<file path="config.mk">
export PLATFORM = sky130hd
export DESIGN_NAME = fifo_stream_reader
export DESIGN_NICKNAME = d
export VERILOG_FILES = /design/src/rtl/fifo_stream_reader.sv
export SDC_FILE = /design/constraint.sdc
export NUM_CORES = 1
export LEC_CHECK = 0
export ABC_AREA = 1
export ABC_CLOCK_PERIOD_IN_PS = 2500
export BUFFER_PORTS_ARGS = -buffer_cell sky130_fd_sc_hd__buf_2
export CORE_ASPECT_RATIO = 1.75
export CORE_MARGIN = 4
export CORE_UTILIZATION = 40
export CTS_CLUSTER_DIAMETER = 120
export DETAILED_ROUTE_END_ITERATION = 7
export HOLD_SLACK_MARGIN = 0.08
export PLACE_DENSITY_LB_ADDON = 0.3
export SLEW_MARGIN = 10
export SYNTH_ARGS = -nofsm -noshare
export SYNTH_HDL_FRONTEND = slang
export SYNTH_SLANG_ARGS = --single-unit
</file>
<file path="constraint.sdc">
create_clock -name clk -period 2.5 [get_ports clk]
set_clock_uncertainty 0.2 [all_clocks]
set_input_delay 0.125 -clock clk [delete_from_list [all_inputs] [get_ports clk]]
set_output_delay 0.125 -clock clk [all_outputs]
set_load 0.01 [all_outputs]
</file>
<file path="src/rtl/fifo_stream_reader.sv">
// Read-side FIFO controller: absorbs the FIFO's 1-cycle read latency into a 2-entry valid/ready buffer.
// Latency 2 cycles from fifo_ren to m_valid; fifo_ren is withheld whenever a returning word could not be buffered.
module fifo_stream_reader #(
    parameter int DATA_W = 16,
    parameter int CNT_W  = 16
) (
    input  logic              clk,
    input  logic              rst,
    input  logic              en,
    input  logic              fifo_empty,
    input  logic [DATA_W-1:0] fifo_dout,
    output logic              fifo_ren,
    output logic              m_valid,
    input  logic              m_ready,
    output logic [DATA_W-1:0] m_data,
    output logic              busy,
    output logic [CNT_W-1:0]  word_cnt
);
    localparam logic [CNT_W-1:0] CNT_ONE = CNT_W'(1);

    logic [1:0]        occ;
    logic              inflight;
    logic [DATA_W-1:0] head;
    logic [DATA_W-1:0] tail;
    logic              pop;
    logic [1:0]        held;
    logic [1:0]        occ_after_pop;

    assign m_valid       = (occ != 2'd0);
    assign m_data        = head;
    assign pop           = m_valid & m_ready;
    assign busy          = m_valid | inflight;
    assign held          = occ + {1'b0, inflight};
    assign occ_after_pop = occ - {1'b0, pop};

    // A read is only issued if its data has a guaranteed slot when it returns.
    assign fifo_ren = ~rst & en & ~fifo_empty &
                      ((held <= 2'd1) | ((held == 2'd2) & pop));

    always_ff @(posedge clk or posedge rst) begin
        if (rst) begin
            occ      <= 2'd0;
            inflight <= 1'b0;
            head     <= '0;
            tail     <= '0;
            word_cnt <= '0;
        end else begin
            inflight <= fifo_ren;
            occ      <= occ_after_pop + {1'b0, inflight};
            if (pop) begin
                word_cnt <= word_cnt + CNT_ONE;
            end
            if (pop && occ == 2'd2) begin
                head <= tail;
            end
            // Returning word lands in whichever slot is the first free one after this cycle's pop.
            if (inflight) begin
                if (occ_after_pop == 2'd0) begin
                    head <= fifo_dout;
                end else begin
                    tail <= fifo_dout;
                end
            end
        end
    end
endmodule

</file>
* Word level (Yosys, flattened, before mapping)
Index checks and enable logic that the tools add are counted.
** Storage, ports and cells
- Output and inout bits :: 35
- Bits in read-only memories :: 0
- Memories :: 0
- Latch bits :: 0
- Logic and storage cells :: 29
- Register bits :: 51
- Input bits :: 21
- Bits in writable memories :: 0
** Operators by class
- Magnitude comparators :: 1
- Divide/modulo/power cells :: 0
- Muxes and demuxes :: 3
- Equality and inequality tests :: 2
- Shift-type cells :: 0
- Reductions and logical operators :: 4
- Bitwise operators :: 10
- $add $sub $neg :: 4
- $mul :: 0
** Operators with widths (number)
- 16-bit two-way mux :: 3
- 16-bit by 1-bit adder with 16-bit output (second input constant) :: 1
- 1-bit AND :: 5
- 2-bit by 1-bit adder with 2-bit output :: 2
- 2-bit == test (second input constant) :: 2
- 1-bit NOT :: 3
- 2-bit by 1-bit <= comparator with 1-bit output (second input constant) :: 1
- 2-bit logical NOT :: 1
- 1-bit bitwise OR :: 2
- 2-bit AND reduction :: 1
- 2-bit nonzero test :: 1
- 2-bit by 1-bit subtractor with 2-bit output :: 1
- 1-bit logical AND :: 1

* Logic depth before layout (Yosys ltp)
Gate-level depths: netlist of the first run.
- Depth after elaboration :: 6
- Depth in mapped cells :: 9
- Depth with buffers taken out :: 9

* Worst setup path after synthesis of the first run
OpenSTA, ideal clock, no wires.
- Path type :: register -> register
- From :: register occ[0]
- To :: register occ[1]
- Cell stages (with the launch flop) :: 10
- Setup slack :: 767 ps
- Arrival time :: 1410 ps
- Cell sequence :: dfrtp_1 inv_4 nand2_4 nand2_8 inv_4 nand2_4 buf_4 o21ai_0 ha_1 xnor2_1
** Between the ends
- Cells in the longest elaborated chain, start to end :: 4
** Ends and longest elaborated chain
- from (decl) :: RTL line 21 : logic [1:0] occ;
- from (signal assigned) :: RTL line 49 : occ <= occ_after_pop + {1'b0, inflight};
- 2-bit nonzero test :: RTL line 29 : assign m_valid = (occ != 2'd0);
- net m_valid :: RTL line 13 : output logic m_valid,
- 1-bit AND :: RTL line 31 : assign pop = m_valid & m_ready;
- 2-bit by 1-bit subtractor with 2-bit output :: RTL line 34 : assign occ_after_pop = occ - {1'b0, pop};
- 2-bit by 1-bit adder with 2-bit output :: RTL line 49
The timed path passes the listed nets, and every way through them passes these cells.
A chain may end at the register's enable or synchronous reset.

* Worst setup path in the final report of the first run
- From :: register inflight
- To :: register inflight
** Between the ends
- Cells in the longest elaborated chain, start to end :: 5
** Ends and longest elaborated chain
- from (decl) :: RTL line 22 : logic inflight;
- from (signal assigned) :: RTL line 48 : inflight <= fifo_ren;
- 2-bit by 1-bit adder with 2-bit output (*) :: RTL line 33 : assign held = occ + {1'b0, inflight};
- 2-bit == test :: RTL line 38 : ((held <= 2'd1) | ((held == 2'd2) & pop));
- 1-bit AND :: RTL line 38
- 1-bit bitwise OR (*) :: RTL line 38
- 1-bit AND (*) :: RTL line 37 : assign fifo_ren = ~rst & en & ~fifo_empty &
Mark *: on every way between the ends. The rest lies on a longest branch, timed or not.

==> results_dict.tcl, run 1 <==
set metrics [dict create \
    cp-start-kind "register" \
    powerDensity_nw_per_um2 956 \
    drt-initial-drc-count 94 \
    vias_per_cell 4.82 \
    die_h_um 112 \
    multi_input_area_sq_um 1060 \
    crit_required_ps 2490 \
    crit_type "register to register" \
    ys_seq_elements 51 \
    cts_buffer_depth 2 \
    worstSetupEndpointType "register" \
    cts_root_buf "clkbuf_8" \
    ant_nets 0 \
    cts_setup_buffers 0 \
    fp.dieArea_sq_um 7610 \
    final_common_cell "nand2_1" \
    place_congestion 0.751 \
    diodes 0 \
    drv_cap 0 \
    p_leak_nw 1.58 \
    hold_viol 0 \
    setup_viol 0 \
    core-area_sq_um 5970 \
    fmax_ghz 0.493 \
    post-route-period-util 0.812 \
    cts_max_level 2 \
    clock_latency_ps 310 \
    ys_types 29 \
    wl_per_cell_um 13.3 \
    dpl.hpwl_um 4320 \
    portBuffers 55 \
    row_count 37 \
    syn_area_sq_um 2490 \
    first_pass_iters 4 \
    ys_warn_count 0 \
    fillers 581 \
    tritoncts "built" \
    regArea_sq_um 1280 \
    start_util 0.418 \
    setup-tns-final_ps 0 \
    antenna_found_initial 0 \
    arrival_ps 2020 \
    fin_nets 388 \
    first_global_vias 2155 \
    drc_errors 0 \
    outcome "complete, no violations" \
    grt_pass1_wl_um 10100 \
    drive_gt1_frac 0.228 \
    total_power_mw 2.98 \
    die_x_um 67.7 \
    path_max_fanout 10 \
    peakVddDrop_uv 538 \
    final_cell_mix "nand2_1 (91), buf_2 (55), dfrtp_1 (51)" \
    rsz0062_at_grt "no" \
    grt_max_degree 33 \
    synth_cells 291 \
    vias 2131 \
    syn_to_final_growth_pct 24.7 \
    cts_buffers 5 \
    netlist.area_leader.share 0.512 \
    grt_usage 0.168 \
    wl_um 5890 \
    cts.clk_slew.worst_paths_ps 90 \
    maxSlewViolCount 0 \
    synth_top_area_cell "dfrtp_1" \
    ios 56 \
    final_util 0.521 \
    ys_seq_area_frac 0.512 \
    synth_area_leaders "dfrtp_1 (51%), nand2_1 (14%), nand3_1 (7.6%)" \
    clkSinkCount 51 \
    avgSynthCellArea_sq_um 8.57 \
    relSlewSlack 0.620 \
    overflow 0 \
    hold_path_class "input port to asynchronous set/reset pin" \
    tightest_slew_ps 569 \
    synthesis.nets 315 \
    fin_crit_ps 2030 \
]
[registers in the layout, indices dropped and copies added, names as in the netlist]
| name | cells |
|---|---|
| m_data | 16 |
| tail | 16 |
| occ | 2 |
| word_cnt | 16 |
| inflight | 1 |
[logic make-up (layout without fill, tap and decap cells)]
kind of cell | Yosys count | in the layout | share of synthesized area
compound gates | 21 | 21 | 0.0537
xor+xnor | 10 | 10 | 0.0351
fa+ha+maj | 3 | 3 | 0.0150
buf+inv | 29 | 102 | 0.0637
flops | 51 | 51 | 0.512
simple gates | 177 | 177 | 0.321
[per-layer routing]
metal	vias up	global-route usage	wire length (um)
li1	1077	-	-
met1	990	0.184	2240
met2	56	0.307	3270
met3	8	0.0310	269
met4	0	0.0623	112
met5	-	0	0
[power breakdown]
part / internal [mW] / switching [mW]
Clock: 0.294 / 0.274
Sequential: 1.13 / 0.220
Combinational: 0.415 / 0.639
[critical path, cell delays in order (launching register included)]
cell           delay, ps
dfrtp_1              520
ha_1                 260
xnor2_1              120
o211a_1              250
dlygate4sd3_1        560
[cell type report]
type                    instances  share of cell area
repair buffers                 77               0.162
inverters                      18              0.0233
flip-flops and latches         51               0.410
well taps                      78              0.0314
multi-input cells             211               0.341
clock inverters                 1             0.00965
clock buffers                   6              0.0233
[Yosys cell counts, drive strengths merged]
library cell  count
o211a             1
nand4             1
o21ai             3
nand3b            1
clkbuf            1
nand2            98
inv              18
ha                3
nor2             37
dfrtp            51
nor3b             1
buf              10
xor2              5
or2               1
nand3            38
xnor2             5
a31oi            16
a21oi             1
[metrics by stage]
step | worst slack (ps) | instance area (sq um) | hold slack, ps | instances
after global placement | 598 | 2810 | 21.9 | 415
after CTS | 439 | 3110 | 235 | 442
after global routing | 389 | 3110 | 284 | 442
after floorplan | 767 | 2490 | 71.0 | 291
final | 470 | 3110 | 221 | 442
after detailed placement | 546 | 2810 | 27.3 | 415
[worst paths after layout]
kind,from,to,slack [ps],cells after the start
max in group asynchronous,rst,word_cnt[1],1330,4
hold reg to reg,tail[12],tail[12],280,2
setup reg to reg,inflight,inflight,470,4
min in group clk,tail[12],tail[12],280,2
setup / recovery,inflight,inflight,470,4
hold / removal,rst,m_data[0],220,3
[what timing repair did]
| item | CTS | global route |
|---|---|---|
| endpoints found under the hold margin | 62 | 0 |
| resized for setup | 0 | 0 |
| endpoints found under the setup margin | 0 | 0 |
| hold buffers | 20 | 0 |
Power figures use the tool's default switching activity.
==> run 2: changes to the inputs <==
--- a/config.mk
+++ b/config.mk
@@ -6,7 +6,7 @@
 export NUM_CORES = 1
 export LEC_CHECK = 0
 export ABC_AREA = 1
-export ABC_CLOCK_PERIOD_IN_PS = 2500
+export ABC_CLOCK_PERIOD_IN_PS = 2000
 export BUFFER_PORTS_ARGS = -buffer_cell sky130_fd_sc_hd__buf_2
 export CORE_ASPECT_RATIO = 1.75
 export CORE_MARGIN = 4
==> constraint.sdc (replaced) <==
create_clock -name clk -period 2 [get_ports clk]
set_clock_uncertainty 0.2 [all_clocks]
set_input_delay 0.1 -clock clk [delete_from_list [all_inputs] [get_ports clk]]
set_output_delay 0.1 -clock clk [all_outputs]
set_load 0.01 [all_outputs]
==> results_dict.tcl, run 2 (synthesis results as in run 1) <==
set metrics [dict create \
    p_leak_nw 1.63 \
    tightest_slew_ps 560 \
    cts_buffers 5 \
    overflow 0 \
    final_cell_mix "nand2_1 (91), buf_2 (55), dfrtp_1 (49)" \
    clkSinkCount 51 \
    post-place-ws_ps 236 \
    total_power_mw 3.82 \
    cts_max_level 2 \
    core-area_sq_um 5970 \
    fp.dieArea_sq_um 7610 \
    crit_required_ps 1980 \
    cp-start-kind "register" \
    fin_crit_ps 1920 \
    die_h_um 112 \
    wl_um 5710 \
    diodes 0 \
    drc_errors 0 \
    fillers 570 \
    cts.clk_slew.worst_paths_ps 100 \
    worstSetupEndpointType "register" \
    dpl.hpwl_um 4080 \
    die_x_um 67.7 \
    peakVddDrop_uv 884 \
    vias 2202 \
    vias_per_cell 4.89 \
    fmax_ghz 0.521 \
    relSlewSlack 0.626 \
    drt-initial-drc-count 82 \
    outcome "complete, no violations" \
    post-route-period-util 0.961 \
    antenna_found_initial 0 \
    first_pass_iters 4 \
    drv_cap 0 \
    crit_type "register to register" \
    syn_to_final_growth_pct 27.7 \
    grt_pass1_wl_um 9800 \
    portBuffers 55 \
    tritoncts "built" \
    cts_root_buf "clkbuf_8" \
    rsz0062_at_grt "no" \
    ios 56 \
    maxSlewViolCount 0 \
    place_congestion 0.744 \
    hold_viol 0 \
    path_max_fanout 3 \
    start_util 0.418 \
    setup_slack_ps 79.0 \
    wl_per_cell_um 12.7 \
    fin_nets 395 \
    hold_path_class "register to register" \
    powerDensity_nw_per_um2 1200 \
    cts_buffer_depth 2 \
    clock_latency_ps 300 \
    setup-tns-final_ps 0 \
    row_count 37 \
    grt_usage 0.166 \
    arrival_ps 1900 \
    final_common_cell "nand2_1" \
    ant_nets 0 \
    grt_max_degree 46 \
    drive_gt1_frac 0.250 \
    first_global_vias 2161 \
    setup_viol 0 \
]
[run 2: repair_timing]
item | in CTS | in global routing
endpoints found under the setup margin | 0 | 1
setup buffers | 0 | 4
hold buffers | 21 | 0
hold endpoints to repair | 90 | 0
gates resized for setup | 0 | 3
[run 2: power breakdown]
group	internal, mW	switching, mW	total (mW)
combinational	0.558	0.826	1.38
clock	0.405	0.341	0.746
sequential	1.42	0.267	1.69
total	2.38	1.43	3.82
[run 2: per-layer routing]
layer  wire length (um)  vias up  GRT usage
li1                   -     1093          -
met1               2300     1046      0.194
met2               3020       56      0.286
met3                302        7     0.0400
met4                 86        0     0.0583
met5                  0        -          0
[run 2: path summary, 6_finish.rpt]
kind                            startpoint         to  slack, ps  cells past startpoint
max in group asynchronous              rst     occ[0]        530                      5
worst min-delay path               tail[9]    tail[9]        280                      2
worst min register to register     tail[9]    tail[9]        280                      2
worst max register to register      occ[0]   inflight         80                      4
min in group asynchronous              rst  m_data[0]        600                      4
worst max-delay path                occ[0]   inflight         80                      4
[run 2: cell type report]
cell class              instances  area (sq um)  share of cell area
inverters                      18          75.1              0.0236
flip-flops and latches         51          1280               0.401
clock inverters                 2          35.0              0.0110
multi-input cells             211          1060               0.333
well taps                      78          97.6              0.0306
clock buffers                   6          82.6              0.0259
repair buffers                 84           558               0.175
[run 2: critical path, stage by stage, from the launching register on]
cell,delay (ps)
dfrtp_2,450
ha_1,210
xnor2_1,140
o211a_1,240
dlygate4sd3_1,550
[run 2: metrics by stage]
stage               cells  instance area, sq um  utilization  hold slack [ps]
finish                450                  3190        0.534              282
detailed placement    417                  2820        0.473             -181
CTS                   446                  3150        0.528              283
floorplan             291                  2490            -             46.0
global route          450                  3190        0.534              309
global placement      417                  2820        0.473             -187
